File: src/rtl/cu_pkg.sv
// Shared definitions for the multicycle control unit.
// - state_t       : FSM state encoding (also exported on state_o for debug)
// - iclass_t      : instruction class derived from the major opcode
// - OP_*          : RV32 major-opcode constants (IR[6:0])
// - ALU_*         : 4-bit ALU operation codes, shared with the ALU
// - F3_*          : branch funct3 values
package cu_pkg;

  typedef enum logic [2:0] {
    S_FETCH  = 3'd0,
    S_DECODE = 3'd1,
    S_EXEC   = 3'd2,
    S_MEM    = 3'd3,
    S_WB     = 3'd4,
    S_HALT   = 3'd5
  } state_t;

  typedef enum logic [2:0] {
    CL_RALU,
    CL_IALU,
    CL_LOAD,
    CL_STORE,
    CL_BRANCH,
    CL_ILLEGAL
  } iclass_t;

  localparam logic [6:0] OP_RALU   = 7'b0110011;
  localparam logic [6:0] OP_IALU   = 7'b0010011;
  localparam logic [6:0] OP_LOAD   = 7'b0000011;
  localparam logic [6:0] OP_STORE  = 7'b0100011;
  localparam logic [6:0] OP_BRANCH = 7'b1100011;

  localparam logic [3:0] ALU_ADD = 4'b0000;
  localparam logic [3:0] ALU_SUB = 4'b0001;
  localparam logic [3:0] ALU_AND = 4'b0010;
  localparam logic [3:0] ALU_OR  = 4'b0011;
  localparam logic [3:0] ALU_XOR = 4'b0100;
  localparam logic [3:0] ALU_SLL = 4'b0101;
  localparam logic [3:0] ALU_SRL = 4'b0110;
  localparam logic [3:0] ALU_SLT = 4'b0111;

  localparam logic [2:0] F3_BEQ = 3'b000;
  localparam logic [2:0] F3_BNE = 3'b001;

endpackage

File: src/rtl/alu_op_decode.sv
// Combinational decode of the latched instruction into ALU controls.
// Ports:
//   major   : IR[6:0] major opcode
//   funct3  : IR[14:12]
//   bit30   : IR[30] (selects SUB for R-type funct3=000)
//   alu_op  : 4-bit ALU operation
//   alu_src : 1 = immediate operand, 0 = RS2
//   cls     : instruction class
module alu_op_decode
  import cu_pkg::*;
(
  input  logic [6:0] major,
  input  logic [2:0] funct3,
  input  logic       bit30,
  output logic [3:0] alu_op,
  output logic       alu_src,
  output iclass_t    cls
);

  logic [3:0] arith_op;

  // Arithmetic op from funct3; unlisted funct3 (011) falls back to ADD.
  always_comb begin
    arith_op = ALU_ADD;
    case (funct3)
      3'b000:  arith_op = ALU_ADD;
      3'b111:  arith_op = ALU_AND;
      3'b110:  arith_op = ALU_OR;
      3'b100:  arith_op = ALU_XOR;
      3'b001:  arith_op = ALU_SLL;
      3'b101:  arith_op = ALU_SRL;
      3'b010:  arith_op = ALU_SLT;
      default: arith_op = ALU_ADD;
    endcase
  end

  always_comb begin
    cls     = CL_ILLEGAL;
    alu_op  = ALU_ADD;
    alu_src = 1'b0;
    case (major)
      OP_RALU: begin
        cls    = CL_RALU;
        // SUB only exists in the register form; I-type bit30 is immediate data.
        alu_op = (funct3 == 3'b000 && bit30) ? ALU_SUB : arith_op;
      end
      OP_IALU: begin
        cls     = CL_IALU;
        alu_op  = arith_op;
        alu_src = 1'b1;
      end
      OP_LOAD: begin
        cls     = CL_LOAD;
        alu_src = 1'b1;
      end
      OP_STORE: begin
        cls     = CL_STORE;
        alu_src = 1'b1;
      end
      OP_BRANCH: begin
        cls    = CL_BRANCH;
        alu_op = ALU_SUB;
      end
      default: ;
    endcase
  end

endmodule

File: src/rtl/multicycle_control_unit.sv
// Multi-cycle control unit: sequences FETCH/DECODE/EXEC/MEM/WB and drives the
// datapath controls from the current state and the latched instruction.
// Ports:
//   clk, reset (async, active low)
//   instr     : ROM word at PC, latched into IR when leaving FETCH
//   alu_zero  : ALU zero flag, used for branch resolution in EXEC
//   opcode, ALUsrc, RegWrite, MemRW, MemtoReg, PCsrc, pc_we : datapath controls
//   halted    : set while parked in HALT after an illegal instruction
//   state_o   : current FSM state (debug)
//   retired   : retired-instruction counter, wraps at 2^COUNT_W
module multicycle_control_unit
  import cu_pkg::*;
#(
  parameter int COUNT_W = 16
) (
  input  logic               clk,
  input  logic               reset,
  input  logic [31:0]        instr,
  input  logic               alu_zero,
  output logic [3:0]         opcode,
  output logic               ALUsrc,
  output logic               RegWrite,
  output logic               MemRW,
  output logic               MemtoReg,
  output logic               PCsrc,
  output logic               pc_we,
  output logic               halted,
  output logic [2:0]         state_o,
  output logic [COUNT_W-1:0] retired
);

  state_t           state, state_nxt;
  logic [31:0]      ir;
  logic [COUNT_W-1:0] cnt;
  logic [3:0]       dec_op;
  logic             dec_src;
  iclass_t          cls;

  // Only the major opcode, funct3 and bit30 steer control; the rest of IR
  // belongs to the datapath (register indices, immediates).
  logic unused_ir;
  assign unused_ir = ^{ir[31], ir[29:15], ir[11:7]};

  alu_op_decode u_dec (
    .major   (ir[6:0]),
    .funct3  (ir[14:12]),
    .bit30   (ir[30]),
    .alu_op  (dec_op),
    .alu_src (dec_src),
    .cls     (cls)
  );

  // State register
  always_ff @(posedge clk or negedge reset) begin
    if (!reset) state <= S_FETCH;
    else        state <= state_nxt;
  end

  // IR loads on the edge leaving FETCH; instr is ignored everywhere else.
  always_ff @(posedge clk or negedge reset) begin
    if (!reset)                 ir <= '0;
    else if (state == S_FETCH)  ir <= instr;
  end

  // Next-state logic
  always_comb begin
    state_nxt = state;
    case (state)
      S_FETCH:  state_nxt = S_DECODE;
      S_DECODE: state_nxt = (cls == CL_ILLEGAL) ? S_HALT : S_EXEC;
      S_EXEC: begin
        case (cls)
          CL_LOAD, CL_STORE: state_nxt = S_MEM;
          CL_BRANCH:         state_nxt = S_FETCH;
          default:           state_nxt = S_WB;
        endcase
      end
      S_MEM:    state_nxt = (cls == CL_LOAD) ? S_WB : S_FETCH;
      S_WB:     state_nxt = S_FETCH;
      S_HALT:   state_nxt = S_HALT;
      default:  state_nxt = S_FETCH;
    endcase
  end

  // Output logic. Everything is a function of state (plus IR and, for the
  // branch decision, alu_zero), so an async reset kills any pending commit
  // in the same cycle.
  always_comb begin
    opcode   = 4'b0000;
    ALUsrc   = 1'b0;
    RegWrite = 1'b0;
    MemRW    = 1'b0;
    MemtoReg = 1'b0;
    PCsrc    = 1'b0;
    pc_we    = 1'b0;
    halted   = 1'b0;
    case (state)
      S_EXEC: begin
        opcode = dec_op;
        ALUsrc = dec_src;
        if (cls == CL_BRANCH) begin
          pc_we = 1'b1;
          PCsrc = ((ir[14:12] == F3_BEQ) &&  alu_zero) ||
                  ((ir[14:12] == F3_BNE) && !alu_zero);
        end
      end
      S_MEM: begin
        opcode   = dec_op;
        ALUsrc   = dec_src;
        MemRW    = (cls == CL_STORE);
        MemtoReg = (cls == CL_LOAD);
        pc_we    = (cls == CL_STORE);
      end
      S_WB: begin
        opcode   = dec_op;
        ALUsrc   = dec_src;
        RegWrite = 1'b1;
        MemtoReg = (cls == CL_LOAD);
        pc_we    = 1'b1;
      end
      S_HALT: halted = 1'b1;
      default: ;
    endcase
  end

  // Retired counter advances exactly on commit cycles.
  always_ff @(posedge clk or negedge reset) begin
    if (!reset)     cnt <= '0;
    else if (pc_we) cnt <= cnt + 1'b1;
  end

  assign retired = cnt;
  assign state_o = state;

endmodule

File: config.mk
export PLATFORM = sky130hd
export DESIGN_NAME = multicycle_control_unit
export DESIGN_NICKNAME = d
export VERILOG_FILES = /design/src/rtl/cu_pkg.sv /design/src/rtl/alu_op_decode.sv /design/src/rtl/multicycle_control_unit.sv
export SDC_FILE = /design/constraint.sdc
export NUM_CORES = 1
export LEC_CHECK = 0
export ABC_AREA = 1
export CAP_MARGIN = 20
export CORE_MARGIN = 10
export CORE_UTILIZATION = 30
export DETAILED_ROUTE_END_ITERATION = 10
export GPL_ROUTABILITY_DRIVEN = 0
export MAX_ROUTING_LAYER = met4
export SLEW_MARGIN = 20
export SYNTH_ARGS = -nofsm -noshare
export SYNTH_HDL_FRONTEND = slang
export SYNTH_SLANG_ARGS = --single-unit
File: constraint.sdc
create_clock -name clk -period 3.7 [get_ports clk]
set_input_delay 0.555 -clock clk [delete_from_list [all_inputs] [get_ports clk]]
set_output_delay 0.555 -clock clk [all_outputs]
set_load 0.1 [all_outputs]
=== Yosys cells after proc, flatten, opt, wreduce, memory -nomap -nowiden ===
Index checks and enable logic that the tools add are counted.

* Register bits after elaboration: 50
* Input bits: 35

* Reduce and logical (&&, ||, !) cells: 11
* Add/subtract/negate cells: 1
* Muxes and demuxes: 19
* Equality and inequality tests: 20

{| class="wikitable"
|+ Operators with widths
! operator !! number
|-
| case mux 3 bit (5 select lines) || 2
|-
| equality test 3 bit, second input constant || 8
|-
| case mux 3 bit (6 select lines) || 1
|-
| adder 16 x 1 -> 16 bit, second input constant || 1
|-
| equality test 3 x 2 -> 1 bit, second input constant || 5
|-
| equality test 7 x 6 -> 1 bit, second input constant || 2
|-
| case mux 4 bit (3 select lines) || 1
|-
| 2-to-1 mux 1 bit || 9
|-
| 2-to-1 mux 3 bit || 3
|-
| equality test 7 x 2 -> 1 bit, second input constant || 1
|-
| equality test 7 x 5 -> 1 bit, second input constant || 1
|-
| equality test 7 bit, second input constant || 1
|-
| equality test 3 x 1 -> 1 bit, second input constant || 2
|-
| zero test 3 bit || 2
|-
| case mux 3 bit (2 select lines) || 1
|-
| OR reduction 3 bit || 2
|-
| 2-to-1 mux 4 bit || 1
|-
| OR reduction 2 bit || 2
|-
| logical AND 1 bit || 3
|-
| case mux 1 bit (3 select lines) || 1
|-
| zero test 1 bit || 1
|-
| logical OR 1 bit || 1
|}

=== Depth between registers and ports, before layout ===
Gate-level depths: netlist (run 1).

* Word-level depth: 6
* Depth in mapped cells: 8
* Mapped depth without buffers: 8

=== Hierarchy ===
Synthesis (run 1) repeated with hierarchy kept, for this count alone.

* Cells, all modules: 251
* Area total of the unflattened synthesis: 1885.6 µm²

{| class="wikitable"
|+ Modules (own cells, without submodules)
! module !! instances !! seq. area each (µm²) !! cells each !! area an instance (µm²)
|-
| multicycle_control_unit || 1 || 750.7 || 211 || 1677.9
|-
| alu_op_decode || 1 || 0.0 || 40 || 207.7
|}

=== Least setup slack after synthesis (run 1) ===
Ideal clock, no wire load.

* Path type: reg2out
* Start point: register state[2], in the netlist state_o[2]
* End point: output port ALUsrc
* Data arrival time: 3.562 ns
* Path slack: -0.417 ns
* Path buffers: 1
* Stages on the path, launching flop included: 6
* Cells stage by stage: dfrtp_1 -> nand2_1 -> buf_2 -> nand2_1 -> inv_1 -> nor3_1

* Longest elaborated chain between the ends: 3
* Elaborated cells between the ends (all ways): 5
* Classes of those cells: 3 x eq/ne; 1 x mux; 1 x reduce/logical

{| class="wikitable"
|+ Ends and longest elaborated chain
! what !! line !! RTL
|-
| from (decl) || multicycle_control_unit.sv:32 || <nowiki>state_t state, state_nxt;</nowiki>
|-
| from (signal assigned) || multicycle_control_unit.sv:56 || <nowiki>else state <= state_nxt;</nowiki>
|-
| equality test 3 x 2 -> 1 bit / equality test 3 bit (equally long branches) || multicycle_control_unit.sv:97 || <nowiki>case (state)</nowiki>
|-
| OR reduction 3 bit (no source line) * || - ||
|-
| 2-to-1 mux 1 bit * || multicycle_control_unit.sv:97 ||
|-
| to (decl) || multicycle_control_unit.sv:21 || <nowiki>output logic ALUsrc,</nowiki>
|}

Mark *: on every way between the ends. The rest lies on a longest branch, timed or not.

=== Worst setup path in the final report (run 1) ===
* Start point: register ir[3]
* End point: output port pc_we

* Longest elaborated chain between the ends: 5
* Elaborated cells between the ends (all ways): 10
* Classes of those cells: 7 x eq/ne; 3 x mux

{| class="wikitable"
|+ Ends and longest elaborated chain
! what !! line !! RTL
|-
| from (decl) || multicycle_control_unit.sv:33 || <nowiki>logic [31:0] ir;</nowiki>
|-
| from (signal assigned) || multicycle_control_unit.sv:62 || <nowiki>else if (state == S_FETCH) ir <= instr;</nowiki>
|-
| equality test 7 bit, or another cell as far along || alu_op_decode.sv:41 || <nowiki>case (major)</nowiki>
|-
| case mux 3 bit (5 select lines) * || alu_op_decode.sv:41 ||
|-
| equality test 3 bit || multicycle_control_unit.sv:101 || <nowiki>if (cls == CL_BRANCH) begin</nowiki>
|-
| 2-to-1 mux 1 bit || multicycle_control_unit.sv:101 ||
|-
| case mux 1 bit (3 select lines) * || multicycle_control_unit.sv:97 ||
|-
| to (decl) || multicycle_control_unit.sv:26 || <nowiki>output logic pc_we,</nowiki>
|}

Marked as above.

==> results of run 1 <==
## metrics by stage
step / setup WS (ns) / power [mW] / util [%] / instances / hold WS, ns
finish: 1.04 / 1.58 / 40.2 / 366 / 0.526
global route: 0.902 / 1.69 / 40.2 / 366 / 0.558
CTS: 1.02 / 1.60 / 40.2 / 366 / 0.530
detailed placement: 1.33 / 1.34 / 38.9 / 359 / 0.516
global placement: 1.34 / 1.33 / 38.9 / 359 / 0.500
floorplan: 0.100 / 1.16 / - / 247 / 0.259
## area by class of cell
cell class / count / area share (%)
Tap cell: 75 / 3.94
Sequential cell: 30 / 31.5
Clock buffer: 7 / 3.20
Inverter: 21 / 3.31
Timing Repair Buffer: 44 / 17.2
Multi-Input combinational cell: 189 / 40.8
## power groups by stage
stage	Combinational [mW]	Sequential (mW)	Clock, mW
after global placement	0.816	0.513	0
final	0.819	0.512	0.248
after CTS	0.828	0.512	0.255
after floorplan	0.467	0.694	0
after detailed placement	0.826	0.518	0
after global routing	0.885	0.526	0.277
## registers in the layout (all words and copies together) (netlist names)
signal and count:
ir 11, state_o 3, retired 16
## final timing paths
| check | start | end | slack [ns] | cells past startpoint |
|---|---|---|---|---|
| setup / recovery | ir[3] | pc_we | 1.04 | 4 |
| setup reg to reg | ir[3] | retired[3] | 2.01 | 5 |
| max in group asynchronous | reset | ir[6] | 2.74 | 2 |
| hold / removal | ir[1] | ir[1] | 0.53 | 1 |
| hold reg to reg | ir[1] | ir[1] | 0.53 | 1 |
| min in group asynchronous | reset | retired[2] | 0.67 | 2 |
## cells by family after synthesis
group | share of synthesized area [%]
AND/OR/NAND/NOR | 40.8
flip-flops | 40.9
buffers and inverters | 6.74
AO/OA/AOI/OAI | 4.29
XOR/XNOR | 3.34
multiplexers | 3.07
adder cells (fa/ha/maj) | 0.681
other | 0.204
## worst register-to-register path: cells and delay by family (launching register included)
| family | cells | cell delay [ns] |
|---|---|---|
| and+or+nand+nor | 5 | 1.22 |
| DFF | 1 | 0.41 |
## layout by cell type, fill, tap and decap left out
cell,instances
nand2_1,77
nor2_1,35
clkdlybuf4s50_1,32
dfrtp_1,30
nand4_1,21
inv_1,19
nand3_1,17
buf_4,12
a21oi_1,8
xor2_1,5
mux2_2,5
clkbuf_8,5
o21ai_0,4
nand3_4,3
inv_2,2
nor3_2,2
nand3b_1,2
xnor2_1,2
clkbuf_1,2
nand2_2,1
nor3b_1,1
nor3_4,1
nor3_1,1
a31oi_1,1
a211oi_2,1
ha_1,1
conb_1,1
## routing by layer
| metal | part of all wire (%) | wire length (um) | vias up | track usage (%) |
|---|---|---|---|---|
| met5 | 0 | 0 | - | - |
| met4 | 1.1 | 53 | 0 | 2.32 |
| met3 | 6.6 | 307 | 7 | 4.65 |
| li1 | - | - | 893 | - |
| met1 | 45 | 2090 | 782 | 11.4 |
| met2 | 48 | 2230 | 40 | 16.5 |
==> reports/results.ini, run 1 <==
[timing]
tightest_slew_ns = 0.999
finalCritPeriodShare_pct = 71.8
finalSetupTns_ns = 0
fmax_mhz = 376
period_minus_slack_ns = 2.66
rsz0062_at_grt = no
setup-violations-final = 0
slew_violations = 0
clock_skew_ns = 0.00768
slew_headroom_pct = 33.2
hold_viol_final = 0

[worst_setup_path]
crit_path_top_delay_cell = nor3_4
cp_top_family = simple AND/OR/NAND/NOR gates
end_kind = output port
cp_common_cell = nand3_4
cp_max_fo = 18
max_stage_delay_ns = 0.43
crit_buf_inv = 1
crit_type = reg -> out
crit_required_ns = 3.14
worstSetupStartpointType = register
path_cells = nor3_4 -> nand3_4 -> nand3_4 -> buf_4
arrival_ns = 2.10

[layout]
n_fill_cell = 637
area_growth_pct = 29.7
diodes = 0
layout-drive-gt1-share_pct = 11.0
final_area_sq_mm = 0.00238
seq_area_sq_um = 751
multiInputGateArea_sq_um = 972
nets = 327

[global_route]
grt_max_degree = 31
grt_pass1_wl_um = 8080
grt_overflow_total = 0
antenna_found_initial = 0
grt_pass1_vias = 1743
track_usage_pct = 10.3

[cts]
clockBufferDepth = 2
ctsHoldBuffers = 0
post_cts_buffers = 0
cts.reportedPaths.clkPinSlew_ns = 0.06
clkLatencyLatePin_ns = 0.28
cts-root-buf = clkbuf_8
clock-sinks = 30
htreeDepth = 2
ctsResizeCount = 0
cts_buffers = 5
cts_tree = built

[yosys]
syn_area_sq_mm = 0.00184
async_reset_ff_share_pct = 100
netlist_instances = 247
synth_cell_types = 27
synth_edf_count = 0
ys_ff_latch = 30
syn_avg_cell_area_sq_um = 7.44
synth_top_area_share_pct = 40.9
yosys_warnings = 0
yosysMostFrequentCell = nand2_1
syn-num-nets = 283
synth_top_area_cell = dfrtp_1
synth.area.top_cells = dfrtp_1 41%, nand2_1 16%, nand4_1 7.2%
ys_top_cells_by_count = 77 x nand2_1, 35 x nor2_1, 30 x dfrtp_1, 21 x nand4_1, 19 x inv_1
ys.flop_type = dfrtp_1
seq_area_frac_synth_pct = 40.9

[drt]
vias = 1722
ant_nets = 0
drt_iter0_drc = 66
wl_per_cell_um = 12.8
wl_um = 4680
route.detailed.drc = 0
drt_first_pass_iters = 4
routed_via_density = 4.70

[floorplanning]
die-area_sq_mm = 0.00965
core_sq_mm = 0.00592
die_w_um = 98.2
num_io_pins = 65
num_rows = 28
die_h_um = 98.2
start_util_pct = 31.0

[power_and_ir_drop]
clock_power_share_pct = 15.7
powerDensity_mw_per_mm2 = 663
pwr-share-comb_pct = 51.9
p_seq_share_pct = 32.4
sw_frac_of_total_pct = 52.1
power.internal_mw = 0.756
leakage_nw = 1.09
ir_worst_vdd_uv = 394
power_switching_mw = 0.823

[min_path]
min_path_type = reg -> reg

[placement]
hpwl_um = 3530
io_buffers = 42
placed_area_sq_mm = 0.00231

[run]
cap_violations = 0

[status]
outcome = complete, no violations

Note: power is estimated with default switching activity, not from simulation.
==> run 2, diff against run 1 <==
==> constraint.sdc (replaced) <==
create_clock -name clk -period 2.5 [get_ports clk]
set_input_delay 0.375 -clock clk [delete_from_list [all_inputs] [get_ports clk]]
set_output_delay 0.375 -clock clk [all_outputs]
set_load 0.1 [all_outputs]
==> run 2 against run 1 <==
Net effect:
- total power grew 56%
- largest cell class unchanged
- final cell count grew 0.82%
- die area is the same
- critical path depth grew 2
- clock skew grew 0.00075 ns
- sequential share of layout area shrank 1.6 points
- first-iteration DRC count shrank 11%
- wire length grew 3.7%
- via count grew 2.6%
- final area grew 6.6%
- global-route usage grew 0.57 points
- worst hold slack lost 0.038 ns
==> reports/results.ini, run 2 (synthesis results as in run 1) <==
[floorplanning]
die-area_sq_mm = 0.00965  ; unchanged
die_w_um = 98.2  ; unchanged
start_util_pct = 31.0  ; unchanged
die_h_um = 98.2  ; unchanged
core_sq_mm = 0.00592  ; unchanged
num_rows = 28  ; unchanged
num_io_pins = 65  ; unchanged

[worst_setup_path]
crit_required_ns = 2.12  ; was 3.14 ns
cp_top_family = simple AND/OR/NAND/NOR gates  ; unchanged
end_kind = output port  ; unchanged
crit_type = reg -> out  ; unchanged
path_cells = inv_2 -> nand2_1 -> nor2_1 -> nand3_4 -> a211oi_4 -> buf_12  ; was nor3_4 -> nand3_4 -> nand3_4 -> buf_4
cp_max_fo = 8  ; was 18
crit_buf_inv = 2  ; was 1
arrival_ns = 1.90  ; was 2.10 ns
crit_path_top_delay_cell = dfrtp_1  ; was nor3_4
max_stage_delay_ns = 0.40  ; was 0.43 ns
worstSetupStartpointType = register  ; unchanged

[timing]
worst_slack_ns = 0.229  ; was 1.04 ns
finalSetupTns_ns = 0  ; unchanged
rsz0062_at_grt = no  ; unchanged
clock_skew_ns = 0.00844  ; was 0.00768 ns
slew_violations = 0  ; unchanged
hold_viol_final = 0  ; unchanged
fmax_mhz = 440
finalCritPeriodShare_pct = 90.9
tightest_slew_ns = 0.580  ; was 0.999 ns
slew_headroom_pct = 61.3  ; was 33.2%
period_minus_slack_ns = 2.27
setup-violations-final = 0  ; unchanged
whs_ns = 0.488  ; was 0.526 ns

[drt]
drt_iter0_drc = 59  ; was 66
wl_per_cell_um = 13.1  ; was 12.8 um
vias = 1766  ; was 1722
wl_um = 4850  ; was 4680 um
routed_via_density = 4.79  ; was 4.70
ant_nets = 0  ; unchanged
route.detailed.drc = 0  ; unchanged
drt_first_pass_iters = 4  ; unchanged

[power_and_ir_drop]
clock_power_share_pct = 15.8  ; was 15.7%
ir_worst_vdd_uv = 598  ; was 394 uV
powerDensity_mw_per_mm2 = 968  ; was 663 mW/mm^2
power_mw = 2.46  ; was 1.58 mW
pwr-share-comb_pct = 53.0  ; was 51.9%
p_seq_share_pct = 31.2  ; was 32.4%
sw_frac_of_total_pct = 52.5  ; was 52.1%
leakage_nw = 1.18  ; was 1.09 nW
power_switching_mw = 1.29  ; was 0.823 mW
power.internal_mw = 1.17  ; was 0.756 mW

[cts]
cts_buffers = 5  ; unchanged
clock-sinks = 30  ; unchanged
clockBufferDepth = 2  ; unchanged
cts.reportedPaths.clkPinSlew_ns = 0.07  ; was 0.06 ns
htreeDepth = 2  ; unchanged
clkLatencyLatePin_ns = 0.28  ; about the same
ctsHoldBuffers = 0  ; unchanged
cts_tree = built  ; unchanged
cts-root-buf = clkbuf_8  ; unchanged

[layout]
multiInputGateArea_sq_mm = 0.00103  ; was 972 sq um
layout-drive-gt1-share_pct = 22.1  ; was 11.0%
nets = 329  ; was 327
mostFrequentLayoutCells = 77 x nand2_1, 31 x nor2_1, 27 x dfrtp_1  ; was 77 x nand2_1, 35 x nor2_1, 32 x clkdlybuf4s50_1
final_area_sq_mm = 0.00254  ; was 0.00238 sq mm
diodes = 0  ; unchanged
largest_reg_flops = 16  ; unchanged
area_growth_pct = 38.3  ; was 29.7%
final_common_cell = nand2_1  ; unchanged
fin_util_pct = 42.9  ; was 40.2%
seq_area_sq_um = 759  ; was 751 sq um
n_fill_cell = 632  ; was 637
fin_cells = 369  ; was 366

[global_route]
grt_pass1_vias = 1806  ; was 1743
grt_pass1_wl_um = 8610  ; was 8080 um
track_usage_pct = 10.8  ; was 10.3%
grt_overflow_total = 0  ; unchanged
antenna_found_initial = 0  ; unchanged
grt_max_degree = 31  ; unchanged

[placement]
hpwl_um = 3620  ; was 3530 um
dp_cells = 361  ; was 359
dp_slack_ns = 0.483  ; was 1.33 ns
placed_area_sq_mm = 0.00245  ; was 0.00231 sq mm
io_buffers = 42  ; unchanged

[status]
outcome = complete, no violations  ; unchanged

[run]
cap_violations = 0  ; unchanged

[min_path]
min_path_type = in -> async  ; was reg -> reg

run 2: cell count changes in the layout (fill, tap and decap cells not counted), sizes merged:
cell / previous run / this run
clkbuf: 7 / 6
clkinv: 0 / 2
buf: 12 / 33
clkdlybuf4s50: 32 / 13
run 2: layer usage:
layer  share of wire (%)  GRT usage (%)
met1                  46           12.5
met2                  47           17.4
met3                 6.5           3.88
met4                0.43           3.09
met5                   0              -
run 2: power groups by stage:
stage                     Combinational (mW)  Clock [mW]  Sequential (mW)
after floorplan                        0.735           0             1.04
after global placement                  1.30           0            0.768
after detailed placement                1.32           0            0.773
after CTS                               1.32       0.400            0.764
after global routing                    1.41       0.425            0.792
final                                   1.30       0.389            0.766
run 2: timing repair:
| item | 4_1_cts | 5_1_grt |
|---|---|---|
| buffers inserted | 0 | 0 |
| setup endpoints to repair | 0 | 2 |
| gates resized for setup | 0 | 1 |
run 2: worst reg2reg max path, stage by stage, from the launching register on:
cell,delay (ns)
dfrtp_4,0.49
inv_2,0.10
nand2_1,0.09
nor2_1,0.26
nand3_4,0.27
nand3_4,0.16
buf_4,0.22
nand2_1,0.08
nand2_1,0.07
run 2: final timing paths:
kind	startpoint	to	slack, ns	cells past startpoint
setup / recovery	ir[4]	PCsrc	0.23	6
min in group clk	ir[30]	ir[30]	0.52	2
hold / removal	reset	retired[13]	0.49	2
setup reg to reg	state_o[2]	retired[5]	0.70	8
max in group asynchronous	reset	state_o[1]	1.70	2
hold reg to reg	ir[30]	ir[30]	0.52	2
run 2: final cells by class:
cell class	count	area share (%)
multi-input combinational	189	40.7
tap	75	3.69
inverter	21	3.10
timing repair buffer	46	19.3
sequential	30	29.9
clock buffer	6	2.86
clock inverter	2	0.394
